**config.mk**
```make
export PLATFORM = sky130hd
export DESIGN_NAME = core_ldst_misc_exec
export DESIGN_NICKNAME = d
export VERILOG_FILES = /design/src/rtl/core_ldst_misc_exec_pkg.sv /design/src/rtl/core_ldst_misc_exec_lane.sv /design/src/rtl/core_ldst_misc_exec.sv
export SDC_FILE = /design/constraint.sdc
export NUM_CORES = 1
export LEC_CHECK = 0
export ABC_AREA = 1
export BUFFER_PORTS_ARGS = -buffer_cell sky130_fd_sc_hd__buf_2
export CAP_MARGIN = 15
export CORE_UTILIZATION = 30
export CTS_CLUSTER_SIZE = 28
export DETAILED_ROUTE_END_ITERATION = 6
export MAX_ROUTING_LAYER = met4
export PLACE_DENSITY = 0.6
export SETUP_SLACK_MARGIN = 0.3
export SYNTH_ARGS = -nofsm -noshare
export SYNTH_HDL_FRONTEND = slang
export SYNTH_SLANG_ARGS = --single-unit
```
**constraint.sdc**
```tcl
create_clock -name clk -period 8.1 [get_ports clk]
set_input_delay 0.81 -clock clk [delete_from_list [all_inputs] [get_ports clk]]
set_output_delay 0.81 -clock clk [all_outputs]
set_load 0.03 [all_outputs]
```
**src/rtl/core_ldst_misc_exec_pkg.sv**
```systemverilog
// core_ldst_misc_exec_pkg: shared uarch types for the misc load/store (LDRH/STRH/LDRSB/LDRSH) path
package core_ldst_misc_exec_pkg;

    typedef logic [31:0] word;
    typedef logic [3:0]  reg_num;

    typedef enum logic { LDST_BYTE, LDST_HALF } ldst_size;

    typedef struct packed {
        reg_num   rn;
        reg_num   rd;
        ldst_size size;
        logic     load;
        logic     increment;
        logic     writeback;
        logic     sign_extend;
        logic     pre_indexed;
    } ldst_decode;

    typedef enum logic [2:0] {
        ST_IDLE,
        ST_ISSUE,
        ST_WAIT,
        ST_WB_BASE,
        ST_WB_DATA,
        ST_FIN
    } ldst_misc_state;

    function automatic logic [3:0] ldst_lane_be(ldst_size size, logic [1:0] ea_lo);
        return size == LDST_HALF ? (ea_lo[1] ? 4'b1100 : 4'b0011) : 4'b0001 << ea_lo;
    endfunction

endpackage

```
**src/rtl/core_ldst_misc_exec_lane.sv**
```systemverilog
// core_ldst_misc_exec_lane: byte enables, store replication and load extraction/extension
module core_ldst_misc_exec_lane
    import core_ldst_misc_exec_pkg::*;
(
    input  ldst_size    size,
    input  logic [1:0]  ea_lo,
    input  logic        sign_extend,
    input  logic [31:0] rd_value,
    input  logic [31:0] mem_data_rd,
    output logic [3:0]  be,
    output logic [31:0] wr_data,
    output logic [31:0] rd_ext
);

    logic        half;
    logic [15:0] half_v;
    logic [7:0]  byte_v;

    assign half    = size == LDST_HALF;
    assign be      = ldst_lane_be(size, ea_lo);
    assign wr_data = half ? {2{rd_value[15:0]}} : {4{rd_value[7:0]}};
    assign half_v  = ea_lo[1] ? mem_data_rd[31:16] : mem_data_rd[15:0];
    assign byte_v  = mem_data_rd[{ea_lo, 3'b000} +: 8];
    assign rd_ext  = half ? {{16{sign_extend & half_v[15]}}, half_v}
                          : {{24{sign_extend & byte_v[7]}}, byte_v};

endmodule

```
**src/rtl/core_ldst_misc_exec.sv**
```systemverilog
// core_ldst_misc_exec: misc load/store sequencer (EA, one bus access, base/Rd writebacks)
// CORE_LDST_MISC_ALIGN_FAULT_EN: fault odd halfword accesses instead of rounding them down
module core_ldst_misc_exec
    import core_ldst_misc_exec_pkg::*;
(
    input  logic        clk,
    input  logic        rst_n,
    input  logic        start,
    output logic        ready,
    input  ldst_decode  decode,
    input  logic        off_is_imm,
    input  logic [7:0]  off_imm,
    input  logic [31:0] rn_value,
    input  logic [31:0] rm_value,
    input  logic [31:0] rd_value,
    output logic        mem_start,
    output logic        mem_write,
    output logic [29:0] mem_addr,
    output logic [31:0] mem_data_wr,
    output logic [3:0]  mem_data_be,
    input  logic        mem_ready,
    input  logic [31:0] mem_data_rd,
    output logic        wb_en,
    output reg_num      wb_reg,
    output logic [31:0] wb_value,
    output logic        done,
    output logic        fault
);

    ldst_misc_state state, state_nx;
    ldst_decode     dec_q;
    word            rn_q, off_q, rd_q, data_q;
    word            upd, ea_raw, ea, wr_data, rd_ext;
    logic [3:0]     be;
    logic           half, align_err, base_wb, bus;

    assign half    = dec_q.size == LDST_HALF;
    assign upd     = dec_q.increment ? rn_q + off_q : rn_q - off_q;
    assign ea_raw  = dec_q.pre_indexed ? upd : rn_q;
    assign base_wb = dec_q.writeback && !(dec_q.load && dec_q.rd == dec_q.rn);

`ifdef CORE_LDST_MISC_ALIGN_FAULT_EN
    assign ea        = ea_raw;
    assign align_err = half && ea_raw[0];
`else
    assign ea        = {ea_raw[31:1], ea_raw[0] & ~half};
    assign align_err = 1'b0;
`endif

    core_ldst_misc_exec_lane u_lane (
        .size       (dec_q.size),
        .ea_lo      (ea[1:0]),
        .sign_extend(dec_q.sign_extend),
        .rd_value   (rd_q),
        .mem_data_rd(mem_data_rd),
        .be         (be),
        .wr_data    (wr_data),
        .rd_ext     (rd_ext)
    );

    always_ff @(posedge clk or negedge rst_n) begin
        if (!rst_n) begin
            state  <= ST_IDLE;
            dec_q  <= '0;
            rn_q   <= '0;
            off_q  <= '0;
            rd_q   <= '0;
            data_q <= '0;
        end else begin
            state <= state_nx;
            if (start && ready) begin
                dec_q <= decode;
                rn_q  <= rn_value;
                off_q <= off_is_imm ? {24'b0, off_imm} : rm_value;
                rd_q  <= rd_value;
            end
            if (state == ST_WAIT && mem_ready)
                data_q <= rd_ext;
        end
    end

    always_comb begin
        state_nx = state;
        case (state)
            ST_IDLE:    state_nx = start ? ST_ISSUE : ST_IDLE;
            ST_ISSUE:   state_nx = align_err ? ST_FIN : ST_WAIT;
            ST_WAIT:    state_nx = !mem_ready ? ST_WAIT : base_wb ? ST_WB_BASE
                                 : dec_q.load ? ST_WB_DATA : ST_FIN;
            ST_WB_BASE: state_nx = dec_q.load ? ST_WB_DATA : ST_FIN;
            ST_WB_DATA: state_nx = ST_FIN;
            default:    state_nx = ST_IDLE;
        endcase
    end

    // Bus outputs are gated to ISSUE/WAIT so they read 0 whenever no access is in flight
    assign bus         = (state == ST_ISSUE && !align_err) || state == ST_WAIT;
    assign ready       = state == ST_IDLE;
    assign done        = state == ST_FIN;
    assign fault       = state == ST_ISSUE && align_err;
    assign mem_start   = state == ST_ISSUE && !align_err;
    assign mem_write   = bus && !dec_q.load;
    assign mem_addr    = bus ? ea[31:2] : '0;
    assign mem_data_be = bus ? be : '0;
    assign mem_data_wr = bus ? wr_data : '0;
    assign wb_en       = state == ST_WB_BASE || state == ST_WB_DATA;
    assign wb_reg      = state == ST_WB_BASE ? dec_q.rn : state == ST_WB_DATA ? dec_q.rd : '0;
    assign wb_value    = state == ST_WB_BASE ? upd : state == ST_WB_DATA ? data_q : '0;

endmodule
```
==> impl_results.md, run 1 <==
* WP buf/inv at 4
* Register area at 0.002854 mm²
* WP data arrival at 4.08 ns
* Std-Cell Rows at 64
* Root buffer cell: clkbuf_16
* Met1 Track Usage GR at 27.60%
* Die Area at 0.03207 mm²
* Maxcap violations at 0
* GRT busiest layer: met2
* Crit path kind: reg -> out
* CP Max Fanout at 24
* Syn nets at 1,714
* First-pass GRT wire length at 49,910 µm
* CP top delay family: buffers and inverters
* GPL Wtd Cong at 0.9292
* Crit path cell chain: inv_1, o21ai_0, xnor2_1, ha_1, nand2_1, inv_1, nand2_1, nand2_1, nand2_1, nand3_1, xnor2_1, nand2_1, o211ai_1, inv_1, buf_2
* Grt met2 use at 33.16%
* Final slew viol count at 0
* Critical Path Most Common Cell: nand2_1
* Slowest-stage cell, CP: inv_1
* Final WL at 31,950 µm
* Critical Path RT at 7.29 ns
* Ports at 263
* H-tree Lvls at 4
* Layout cells sized above 1 at 18.21%
* Crit path time final at 4.889 ns
* Clock-pin slew on the worst setup and hold paths at 0.06 ns
* Final setup skew at 0.01081 ns
* Most frequent cells in the layout: 578 x nand2_1, 244 x buf_2, 220 x inv_1
* Wire length per cell at 14.95 µm
* Syn Std Cell Area at 0.009408 mm²
* Fin util at 37.01%
* Fin. Hold Viols at 0
* Residual DRC at 6
* Part of the Yosys area used for sequential elements at 30.32%
* Setup TNS at 0 ns
* Port Buffers at 245
* Antenna viol nets, final at 0
* Vias/cell at 4.614
* GR Layer Usage met3 at 3.096%
* Core area at 0.03075 mm²
* Die W at 179.1 µm
* Resize count post-CTS at 0
* Total gr overflow at 0
* Ys async rst share at 100.0%
* Max clock buf depth at 2
* Ys Warns at 0
* Syn Area/Cell at 6.185 µm²
* Status: complete, but fails checks
* CTS Hold Buffers Added at 0
* Endpoints failing setup at 0
* Nets at 1,915
* Filler Cell Count at 3,467
* R2R cell count at 16
* Setup crit start: dec_q[3]
* Syn Inst Count at 1,521
* Max-Slew Margin vs Limit at 27.51%
* Max stage delay on crit path at 0.64 ns
* R2R setup slack at 4.75 ns
* GRT Total Usage at 21.17%
* Unrepaired setup endpoints after global routing: false
* Number of global-route vias before repair at 9,357
* Tightest Pin Transition at 1.087 ns
* RR Startpoint: off_q[0]
* Chip Height at 179.1 µm
* Critical path depth at 15
* Hpwl dp at 25,630 µm
* Worst flop-to-flop path endpoint: data_q[13]
* Sink Count at 114
* Hold Path Class: in -> async
* Final setup margin at 3.211 ns
* Footprint of the multi-input gates at 0.005330 mm²
* Number of flops mapped to enable cells by yosys at 0
* Largest net degree at the start of global routing at 121
* Crit end category: output pin
* CP startpoint kind: flip-flop
* Yosys cell types at 46
* Yosys reg bits at 114
* Dominant synthesized flop cell: dfrtp_1
* Commonest non-fill, non-tap cell in the layout: nand2_1
* Period utilization at 60.36%
* Setup bufs post-CTS at 0
* Failing checks: design-rule violations
* Starting Density at 30.59%
* DR iter-0 viols at 536
* Layout area overhead at 20.97%
* Fmax at 204.5 MHz
* CTS tree: yes
* Antenna violations before repair at 6
* Num CTS Buffers at 17
* Later-pin clock latency in the skew report at 0.43 ns
* Dpl ws at 3.736 ns
* Via count at 9,861
* Drt first pass iters at 7
==> cells in the mapped netlist (11+ instances only) <==
master    count  area (µm²)
nand3_1      71       355.3
nand2_1     579        2173
ha_1         37       462.9
buf_4        22       165.2
xnor2_1      13       113.9
o21ai_1      27       135.1
o31ai_1      11       82.58
o21ai_0      87       435.4
clkbuf_1     26       97.59
nand4_1      11       68.82
nor2_1      144       540.5
buf_2        20       100.1
a21oi_1      31       155.2
xor2_1       29       254.0
inv_1       220       825.8
dfrtp_1     114        2853
==> logic make-up after synthesis <==
group           after synthesis  share of synthesized area [%]
fa+ha+maj                    38                          5.134
compound gates              189                          11.33
other cells                   1                        0.03986
xor+xnor                     42                          3.910
simple gates                842                          36.21
flops                       114                          30.32
buf+inv                     295                          13.05
==> sequential cells by signal (all words and copies together), names as in the netlist <==
register / cells
half: 1
dec_q: 13
rd_q: 16
state: 3
off_q: 32
data_q: 17
rn_q: 32
==> metrics by stage <==
| stage | hold WS, ns | cells | instance area [µm²] |
|---|---|---|---|
| 2_1_floorplan | 0.4492 | 1521 | 9408 |
| 3_3_place_gp | 0.4670 | 2099 | 10810 |
| 3_5_place_dp | 0.4659 | 2099 | 10810 |
| 4_1_cts | 0.4363 | 2131 | 11370 |
| 5_1_grt | 0.4669 | 2137 | 11380 |
| 6_report | 0.4175 | 2137 | 11380 |
==> worst reg2reg max path, cell delays in order (launching register included) <==
cell and delay, ns:
dfrtp_1 0.45, inv_1 0.09, ha_1 0.28, inv_1 0.03, o21ai_0 0.46, inv_1 0.13, fa_1 0.57, inv_1 0.08
nand2_4 0.08, nand2_8 0.13, inv_6 0.15, nand2_1 0.06, nand2_1 0.12, nand2_1 0.11, a21oi_4 0.28, a21oi_1 0.10
o21ai_1 0.17
==> metal layers <==
layer / routed length [µm] / vias up / share of wire [%]
met2: 14870 / 219 / 47
li1: - / 5100 / -
met1: 14930 / 4507 / 47
met4: 751 / 0 / 2.4
met5: 0 / - / 0
met3: 1397 / 35 / 4.4
==> how the worst max path moves through the flow <==
stage	end
after global routing	mem_addr[25]
after floorplan	wb_value[13]
after global placement	mem_addr[13]
after detailed placement	mem_addr[13]
final	mem_addr[8]
after CTS	mem_addr[13]
==> final cells by class <==
class	instances	share of cell area (%)
diodes	6	0.1319
clock buffers	18	3.859
clock inverters	14	1.044
inverters	226	7.509
multi-input cells	1112	46.83
flip-flops and latches	114	25.08
well taps	396	4.354
repair buffers	251	11.19
Power of run 1 is not shown: default switching activity piles up to over one toggle a cycle in this logic, so the estimate is an artifact.
==> inputs of run 2 (changes only) <==
==> constraint.sdc (replaced) <==
create_clock -name clk -period 4.5 [get_ports clk]
set_input_delay 0.45 -clock clk [delete_from_list [all_inputs] [get_ports clk]]
set_output_delay 0.45 -clock clk [all_outputs]
set_load 0.03 [all_outputs]
==> impl_results.md, run 2 (synthesized netlist as in run 1, its figures left out) <==
* Max clock buf depth at 2 (unchanged)
* Antenna viol nets, final at 0 (unchanged)
* Fin. Hold Viols at 0 (unchanged)
* Critical Path RT at 4.05 ns (was 7.29 ns)
* Final slew viol count at 0 (unchanged)
* Sink Count at 114 (unchanged)
* Hpwl dp at 25,690 µm (was 25,630 µm)
* WP data arrival at 3.54 ns (was 4.08 ns)
* GPL Wtd Cong at 0.9278 (was 0.9292)
* Num CTS Buffers at 17 (unchanged)
* Starting Density at 30.59% (unchanged)
* Period utilization at 88.64%
* Commonest non-fill, non-tap cell in the layout: nand2_1 (unchanged)
* Final hold slack at 0.1561 ns (was 0.4175 ns)
* Layout area overhead at 25.73% (was 20.97%)
* Drt first pass iters at 7 (unchanged)
* CP Max Fanout at 4 (was 24)
* Die W at 179.1 µm (unchanged)
* Tightest Pin Transition at 0.9946 ns (was 1.087 ns)
* Via count at 9,975 (was 9,861)
* CP startpoint kind: flip-flop (unchanged)
* Status: complete, but fails checks (unchanged)
* Total gr overflow at 0 (unchanged)
* Chip Height at 179.1 µm (unchanged)
* Antenna violations before repair at 3 (was 6)
* Final WL at 32,620 µm (was 31,950 µm)
* Clock-pin slew on the worst setup and hold paths at 0.07 ns (was 0.06 ns)
* Root buffer cell: clkbuf_16 (unchanged)
* Port Buffers at 245 (unchanged)
* Maxcap violations at 0 (unchanged)
* Unrepaired setup endpoints after global routing: true (was false)
* Hold Path Class: in -> async (unchanged)
* End of the critical path: mem_addr[11] (was mem_addr[8])
* Fmax at 250.7 MHz
* Residual DRC at 6 (unchanged)
* R2R setup slack at 1.40 ns (was 4.75 ns)
* Vias/cell at 4.648 (was 4.614)
* Std-Cell Rows at 64 (unchanged)
* Crit end category: output pin (unchanged)
* R2R cell count at 16 (unchanged)
* Failing checks: design-rule violations (unchanged)
* Worst flop-to-flop path endpoint: data_q[10] (was data_q[13])
* RR Startpoint: off_q[1] (was off_q[0])
* DR iter-0 viols at 653 (was 536)
* First-pass GRT wire length at 49,200 µm (was 49,910 µm)
* Final setup skew at 0.01041 ns (was 0.01081 ns)
* H-tree Lvls at 4 (unchanged)
* CTS Hold Buffers Added at 0 (unchanged)
* Wire length per cell at 15.20 µm (was 14.95 µm)
* Max-Slew Margin vs Limit at 33.69% (was 27.51%)
* Setup TNS at 0 ns (unchanged)
* Number of global-route vias before repair at 9,229 (was 9,357)
* Crit path kind: reg -> out (unchanged)
* Endpoints failing setup at 0 (unchanged)
* Crit path time final at 3.989 ns
* Core area at 0.03075 mm² (unchanged)
* Setup crit start: off_q[0] (was dec_q[3])
* Nets at 1,927 (was 1,915)
* GRT Total Usage at 20.92% (was 21.17%)
* Largest regs: off_q x32, rn_q x32, data_q x17 (unchanged)
* Most frequent cells in the layout: 570 x nand2_1, 235 x buf_2, 219 x inv_1 (was 578 x nand2_1, 244 x buf_2, 220 x inv_1)
* Layout cells sized above 1 at 21.92% (was 18.21%)
* Largest net degree at the start of global routing at 77 (was 121)
* CTS tree: yes (unchanged)
* Footprint of the multi-input gates at 0.005618 mm² (was 0.005330 mm²)
* Register area at 0.002856 mm² (was 0.002854 mm²)
* Ports at 263 (unchanged)
* Later-pin clock latency in the skew report at 0.43 ns (about the same)
* Filler Cell Count at 3,402 (was 3,467)
* Die Area at 0.03207 mm² (unchanged)
## run 2: worst min path at each step
stage          slack [ns]   endpoint  depth (start not counted)
2_1_floorplan        0.15  data_q[0]                          0
3_3_place_gp         0.47   rd_q[12]                          2
3_5_place_dp         0.47   rd_q[13]                          2
4_1_cts              0.21   rn_q[16]                          3
5_1_grt              0.21   rn_q[27]                          3
6_report             0.16  data_q[3]                          1
## run 2: through the flow
step	cell area [µm²]	worst slack (ns)	utilization, %	instances
after floorplan	9408	1.114	-	1521
after global placement	10820	0.6395	35.20	2101
after detailed placement	10820	0.6164	35.20	2101
after CTS	11490	0.2859	37.36	2136
after global routing	11830	0.2227	38.47	2146
final	11830	0.5112	38.47	2146
## run 2: what timing repair did
action	CTS	global route
endpoints found under the setup margin	17	43
setup buffers	3	6
pin swaps	4	9
resized for setup	10	73
gates cloned	0	1
## run 2: layout make-up
class                   instances  share of cell area, %
flip-flops and latches        114                  24.15
repair inverters                1                0.06347
repair buffers                262                  11.72
clock inverters                15                  1.470
diodes                          3                0.06347
inverters                     226                  7.256
clock buffers                  17                  3.596
well taps                     396                  4.189
multi-input cells            1112                  47.49
## run 2: worst max-delay path, stage by stage, from the launching register on
cell	delay, ns
dfrtp_2	0.42
inv_1	0.08
ha_2	0.19
nand2_2	0.09
nor2_4	0.13
nand2_1	0.10
o31ai_2	0.22
xor2_1	0.19
ha_2	0.33
nand2_1	0.12
inv_1	0.08
nand2_1	0.12
inv_1	0.05
a21oi_1	0.23
nand2_2	0.13
nor2_2	0.16
o21ai_0	0.12
nand2_1	0.14
inv_1	0.05
buf_2	0.17
## run 2: metal layers
metal	routed length (µm)	track usage (%)	vias to the layer above
met2	15350	32.61	262
met4	561	6.850	0
met3	1512	2.926	33
met1	15200	27.76	4567
met5	0	-	-
li1	-	-	5113
Power of run 2 is left out for the same reason.
